### config.mk
export PLATFORM = sky130hd
export DESIGN_NAME = pj_decode_queue
export DESIGN_NICKNAME = d
export VERILOG_FILES = /design/src/rtl/pj_decode_queue_pkg.sv /design/src/rtl/pj_decode_queue_ptr.sv /design/src/rtl/pj_decode_queue.sv
export SDC_FILE = /design/constraint.sdc
export NUM_CORES = 2
export LEC_CHECK = 0
export ABC_CLOCK_PERIOD_IN_PS = 7000
export BUFFER_PORTS_ARGS = -buffer_cell sky130_fd_sc_hd__buf_2
export CAP_MARGIN = 25
export CORE_ASPECT_RATIO = 0.5
export CORE_MARGIN = 2
export CORE_UTILIZATION = 25
export DETAILED_ROUTE_END_ITERATION = 6
export PLACE_DENSITY = 0.4
export SYNTH_ARGS = -nofsm -noshare
export SYNTH_HDL_FRONTEND = slang
export SYNTH_HIERARCHICAL = 1
export SYNTH_SLANG_ARGS = --single-unit
### constraint.sdc
create_clock -name clk_i -period 7 [get_ports clk_i]
set_input_delay 1.4 -clock clk_i [delete_from_list [all_inputs] [get_ports clk_i]]
set_output_delay 1.4 -clock clk_i [all_outputs]
set_load 0.005 [all_outputs]
### src/rtl/pj_decode_queue_pkg.sv
// Shared constants for the decoded-instruction queue between the front end
// and the rename stage. The top and the pointer sub-module both import this.
package pj_decode_queue_pkg;

   localparam int DECODED_INSTRUCTION_WIDTH = 32;
   localparam int DECODE_QUEUE_ELS          = 32;
   localparam int DECODE_QUEUE_DEQ_LANES    = 2;
   localparam int DECODE_QUEUE_STAT_W       = 32;

endpackage

### src/rtl/pj_decode_queue_ptr.sv
// Modulo-ELS_P pointer for the decode queue. It advances by a variable amount
// each cycle and can be cleared synchronously. Because ELS_P is a power of two,
// wrap-around is simply truncation of the sum to the pointer width.
module pj_decode_queue_ptr
   import pj_decode_queue_pkg::*;
#(
   parameter int ELS_P = DECODE_QUEUE_ELS,
   parameter int INC_W = 1
) (
   input  logic                       i_clk,
   input  logic                       i_reset_n,
   input  logic                       i_clear,
   input  logic [INC_W-1:0]           i_inc,
   output logic [$clog2(ELS_P)-1:0]   o_ptr
);

   localparam int PTR_W = $clog2(ELS_P);

   logic [PTR_W-1:0] r_ptr;
   logic [PTR_W-1:0] w_ptrNext;

   // Truncating the increment is safe: any bits above PTR_W are multiples of ELS_P.
   assign w_ptrNext = r_ptr + PTR_W'(i_inc);

   // Pointer register; a clear wins over the increment.
   always_ff @(posedge i_clk or negedge i_reset_n) begin
      if (!i_reset_n) begin
         r_ptr <= '0;
      end else if (i_clear) begin
         r_ptr <= '0;
      end else begin
         r_ptr <= w_ptrNext;
      end
   end

   assign o_ptr = r_ptr;

endmodule

### src/rtl/pj_decode_queue.sv
// Decoupling queue between decode and rename: one enqueue per cycle and up to
// DEQ_LANES_P in-order dequeues per cycle, with a synchronous mispredict flush
// and an occupancy count for front-end throttling.
// Optional statistics outputs are built when PJ_DECODE_QUEUE_STATS_EN is defined.
module pj_decode_queue
   import pj_decode_queue_pkg::*;
#(
   parameter int WIDTH_P     = DECODED_INSTRUCTION_WIDTH,
   parameter int ELS_P       = DECODE_QUEUE_ELS,
   parameter int DEQ_LANES_P = DECODE_QUEUE_DEQ_LANES
) (
   input  logic                               clk_i,
   input  logic                               reset_n_i,
   input  logic                               flush_i,
   input  logic                               v_i,
   input  logic [WIDTH_P-1:0]                 data_i,
   output logic                               ready_o,
   output logic [DEQ_LANES_P-1:0]             v_o,
   output logic [DEQ_LANES_P*WIDTH_P-1:0]     data_o,
   input  logic [$clog2(DEQ_LANES_P+1)-1:0]   yumi_cnt_i,
   output logic [$clog2(ELS_P+1)-1:0]         count_o
`ifdef PJ_DECODE_QUEUE_STATS_EN
   ,
   output logic [$clog2(ELS_P+1)-1:0]         hwm_o,
   output logic [DECODE_QUEUE_STAT_W-1:0]     full_stall_o,
   output logic [DECODE_QUEUE_STAT_W-1:0]     flush_drop_o
`endif
);

   localparam int PTR_W  = $clog2(ELS_P);
   localparam int CNT_W  = $clog2(ELS_P+1);
   localparam int YUMI_W = $clog2(DEQ_LANES_P+1);

   logic [WIDTH_P-1:0] r_mem [ELS_P];
   logic [CNT_W-1:0]   r_count;
   logic [CNT_W-1:0]   w_countNext;
   logic [CNT_W-1:0]   w_validCnt;
   logic [PTR_W-1:0]   w_rdPtr;
   logic [PTR_W-1:0]   w_wrPtr;
   logic [YUMI_W-1:0]  w_yumiEff;
   logic [YUMI_W-1:0]  w_rdInc;
   logic               w_ready;
   logic               w_enq;

   // Readiness depends only on the registered count, so no path exists from
   // yumi or flush to ready; a full queue refuses even if it drains this cycle.
   assign w_ready = (r_count != CNT_W'(ELS_P));
   assign w_enq   = v_i & w_ready & ~flush_i;

   // Number of lanes currently presenting a valid entry.
   assign w_validCnt = (r_count < CNT_W'(DEQ_LANES_P)) ? r_count : CNT_W'(DEQ_LANES_P);

   // Clamp the consume count to what is actually held, so an illegal yumi can
   // never drive the count negative or push the read pointer past the writer.
   always_comb begin
      w_yumiEff = yumi_cnt_i;
      if (CNT_W'(yumi_cnt_i) > r_count) begin
         w_yumiEff = YUMI_W'(r_count);
      end
   end

   // Next occupancy: flush empties the queue and discards the same-cycle enqueue and yumi.
   always_comb begin
      w_countNext = r_count;
      if (flush_i) begin
         w_countNext = '0;
      end else begin
         w_countNext = r_count + CNT_W'(w_enq) - CNT_W'(w_yumiEff);
      end
   end

   assign w_rdInc = flush_i ? '0 : w_yumiEff;

   pj_decode_queue_ptr #(
      .ELS_P (ELS_P),
      .INC_W (YUMI_W)
   ) u_rdPtr (
      .i_clk     (clk_i),
      .i_reset_n (reset_n_i),
      .i_clear   (flush_i),
      .i_inc     (w_rdInc),
      .o_ptr     (w_rdPtr)
   );

   pj_decode_queue_ptr #(
      .ELS_P (ELS_P),
      .INC_W (1)
   ) u_wrPtr (
      .i_clk     (clk_i),
      .i_reset_n (reset_n_i),
      .i_clear   (flush_i),
      .i_inc     (w_enq),
      .o_ptr     (w_wrPtr)
   );

   // Occupancy register.
   always_ff @(posedge clk_i or negedge reset_n_i) begin
      if (!reset_n_i) begin
         r_count <= '0;
      end else begin
         r_count <= w_countNext;
      end
   end

   // Entry storage; deliberately not reset, only written on an accepted enqueue.
   always_ff @(posedge clk_i) begin
      if (w_enq) begin
         r_mem[w_wrPtr] <= data_i;
      end
   end

   // Lane k shows the entry k places behind the oldest, wrapping across the array end.
   for (genvar k = 0; k < DEQ_LANES_P; k++) begin : g_lane
      logic [PTR_W-1:0] w_idx;
      assign w_idx                         = w_rdPtr + PTR_W'(k);
      assign v_o[k]                        = (r_count > CNT_W'(k));
      assign data_o[k*WIDTH_P +: WIDTH_P]  = r_mem[w_idx];
   end

   assign ready_o = w_ready;
   assign count_o = r_count;

`ifndef SYNTHESIS
   // Consumers must never take more entries than the queue is presenting.
   a_yumiLegal: assert property (@(posedge clk_i) disable iff (!reset_n_i)
      flush_i || (CNT_W'(yumi_cnt_i) <= w_validCnt));
`endif

`ifdef PJ_DECODE_QUEUE_STATS_EN
   logic [CNT_W-1:0]               r_hwm;
   logic [DECODE_QUEUE_STAT_W-1:0] r_fullStall;
   logic [DECODE_QUEUE_STAT_W-1:0] r_flushDrop;
   logic [DECODE_QUEUE_STAT_W:0]   w_dropSum;

   // Entries lost to a flush: everything held plus the refused same-cycle input.
   assign w_dropSum = {1'b0, r_flushDrop} + (DECODE_QUEUE_STAT_W+1)'(r_count)
                      + (DECODE_QUEUE_STAT_W+1)'(v_i);

   // Statistics counters; only reset clears them, a flush does not.
   always_ff @(posedge clk_i or negedge reset_n_i) begin
      if (!reset_n_i) begin
         r_hwm       <= '0;
         r_fullStall <= '0;
         r_flushDrop <= '0;
      end else begin
         if (w_countNext > r_hwm) begin
            r_hwm <= w_countNext;
         end
         if (v_i && !w_ready && (r_fullStall != '1)) begin
            r_fullStall <= r_fullStall + 1'b1;
         end
         if (flush_i) begin
            r_flushDrop <= w_dropSum[DECODE_QUEUE_STAT_W] ? '1
                                                          : w_dropSum[DECODE_QUEUE_STAT_W-1:0];
         end
      end
   end

   assign hwm_o        = r_hwm;
   assign full_stall_o = r_fullStall;
   assign flush_drop_o = r_flushDrop;
`endif

endmodule

==> out/results.tsv <==
metric	value	unit
worst slack, placed	1730	ps
Buf/Inv on CP	2	
Setup-failing EPs final	0	
1st-iter DRT viols	2839	
Post-Syn Nets	2327	
CTS Hold Buffers Added	0	
crit-path cells	ha_4 > buf_12 > mux4_2 > nand2_1 > a32o_1 > a311oi_1 > buf_2	
GR Overflow Total	0	
CP Launch Type	flop	
Max rail drop VDD	0.000328	V
max_slew headroom	0.241	
max-cap violations	0	
synth cell count leaders	edfxtp_1 (1024), mux4_2 (576), nand2_1 (132), buf_2 (72), clkbuf_1 (67)	
Max Root-Sink Buffers	3	
DP HPWL	94.2	mm
std cell rows	113	
Mapped Avg Cell Area	21.2	sq um
Final Slew Violations	0	
count leader, synth	edfxtp_1	
floorplan core area	191000	sq um
vias in the first global route	27000	
PostCTS Resize Cnt	0	
Top delay family on crit path	compound AO/OA/AOI/OAI gates	
Synth Warn #	6	
GR Util All Layers	0.164	
number of synthesized flops with an enable pin	1024	
Layout Area Growth over Synthesis	16.2	%
CTS Sinks	1040	
Final period util	0.840	
Util after Layout	0.294	
CTS buffer count	108	
Post-synth top flop	edfxtp_1	
GP Congestion	0.737	
postcts setup bufs	0	
clock slew at reported path FFs	60	ps
crit path DAT	4480	ps
Final Skew	21.1	ps
ratio of cells with drive above 1 in the final layout	0.405	
die width	625	microns
status	complete, no violations	
largest cells by area after synthesis	edfxtp_1 (64%), mux4_2 (27%), nand2_1 (1.0%)	
first-pass GRT wire length	223	mm
largest net degree at the start of global routing	129	
final hold vios	0	
P_leak	16.4	nW
final WL	162	mm
die area	196000	sq um
IO Port Bufs	110	
Crit path largest cell delay	800	ps
pwr dens	317	nW/um^2
Synth async-reset ratio	0.0154	
RSZ-0062 raised after global routing	false	
Final WS setup	1120	ps
Starting Density	0.253	
f_max	170	MHz
Least-Margin Pin Slew	1140	ps
crit path max-delay cell type	ha_4	
crit path capture type	primary output	
Setup CP Type	flop to primary output	
I/O Pins	111	
register area share after synthesis	0.647	
Sum Neg Setup Slack	0	ps
initial antenna violation count	13	
Nets	2468	
synthesized cell area	48200	sq um
Die Ht	314	microns
critical-path maximum fanout	48	
Routed WL per cell	32.3	microns
FF+latch count, synth	1040	
Worst-Skew Late Latency	740	ps
DRC	0	
DRT Pass-1 Iters	5	
H-Tree Depth	3	
HP Class	input pin to asynchronous set/reset pin	
synth unique cells	43	
CTS Root Cell	clkbuf_16	
post-DR vias/cell	5.18	
Synth Instances	2268	
CP required	5600	ps
DR vias	26100	
setup slack on the worst flop-to-flop path	3130	ps
CTS tree	done	
Routed Antenna Nets	0	
final worst path period need	5880	ps
Synth top area share	0.638	
cell type with the highest aggregate area in the netlist	edfxtp_1	
## cell usage in the layout, fill, tap and decap left out, types with 19 or more instances in the layout
cell type / count
clkbuf_1: 30
clkinv_1: 19
a211oi_1: 32
mux4_2: 576
buf_2: 110
mux2i_1: 33
buf_4: 62
nand2_1: 132
clkbuf_16: 110
and2_1: 34
a32o_1: 32
edfxtp_1: 1024
nor2_4: 32
buf_12: 28
mux2_2: 33
a311oi_1: 32
## final cells by class
| class | instances | area (sq um) |
|---|---|---|
| sequential | 1040 | 31200 |
| tap | 2530 | 3170 |
| fill | 18500 | 135000 |
| clock inverter | 57 | 536 |
| multi-input combinational | 1038 | 16500 |
| timing repair buffer | 205 | 1700 |
| inverter | 16 | 61.3 |
| clock buffer | 141 | 2880 |
| antenna | 4 | 10.0 |
## kinds of logic (layout without fill, tap and decap cells)
group,count (synthesis),after routing,synth area share
fa+ha+maj,21,21,0.00577
xor+xnor,8,8,0.00145
mux,644,644,0.284
compound gates,116,116,0.0202
other cells,0,4,0
simple gates,249,249,0.0232
buf+inv,190,419,0.0185
flops,1040,1040,0.647
## through the flow
step	power [W]	area [sq um]	hold slack [ps]	cells
floorplan	0.0107	48200	503	2268
global placement	0.0123	52400	650	4821
detailed placement	0.0123	52600	686	4829
CTS	0.0181	56000	589	5027
global route	0.0186	56000	603	5028
finish	0.0178	56000	625	5031
## sequential cells by signal, summed over array words and instances (netlist names)
register	count
count_o	6
u_wrPtr/o_ptr	5
u_rdPtr/o_ptr	5
r_mem	1024
## where the power goes
part           switching, W  internal, W
sequential         0.000103      0.00689
combinational       0.00249      0.00253
clock               0.00253      0.00322
total               0.00511       0.0126
## worst paths after layout
| path | start | end | cells past startpoint |
|---|---|---|---|
| max | u_rdPtr/o_ptr[1]$_DFF_PN0_ | data_o[54] | 7 |
| max reg2reg | count_o[2]$_DFF_PN0_ | r_mem[10][10]$_DFFE_PP_ | 8 |
| min | reset_n_i | u_rdPtr/o_ptr[1]$_DFF_PN0_ | 1 |
| min in group clk_i | u_wrPtr/o_ptr[0]$_DFF_PN0_ | u_wrPtr/o_ptr[0]$_DFF_PN0_ | 2 |
| max in group asynchronous | reset_n_i | u_rdPtr/o_ptr[2]$_DFF_PN0_ | 1 |
| min reg2reg | u_wrPtr/o_ptr[0]$_DFF_PN0_ | u_wrPtr/o_ptr[0]$_DFF_PN0_ | 2 |
## layer usage
layer | wire (microns) | vias to the layer above | global-route usage | part of all wire
met3 | 10200 | 222 | 0.0338 | 0.063
met1 | 74500 | 14700 | 0.239 | 0.46
li1 | - | 10200 | - | -
met4 | 3860 | 8 | 0.0387 | 0.024
met2 | 73700 | 911 | 0.251 | 0.45
met5 | 43 | - | 0 | 0.00026
No activity file was read; power rests on OpenSTA's default activity.
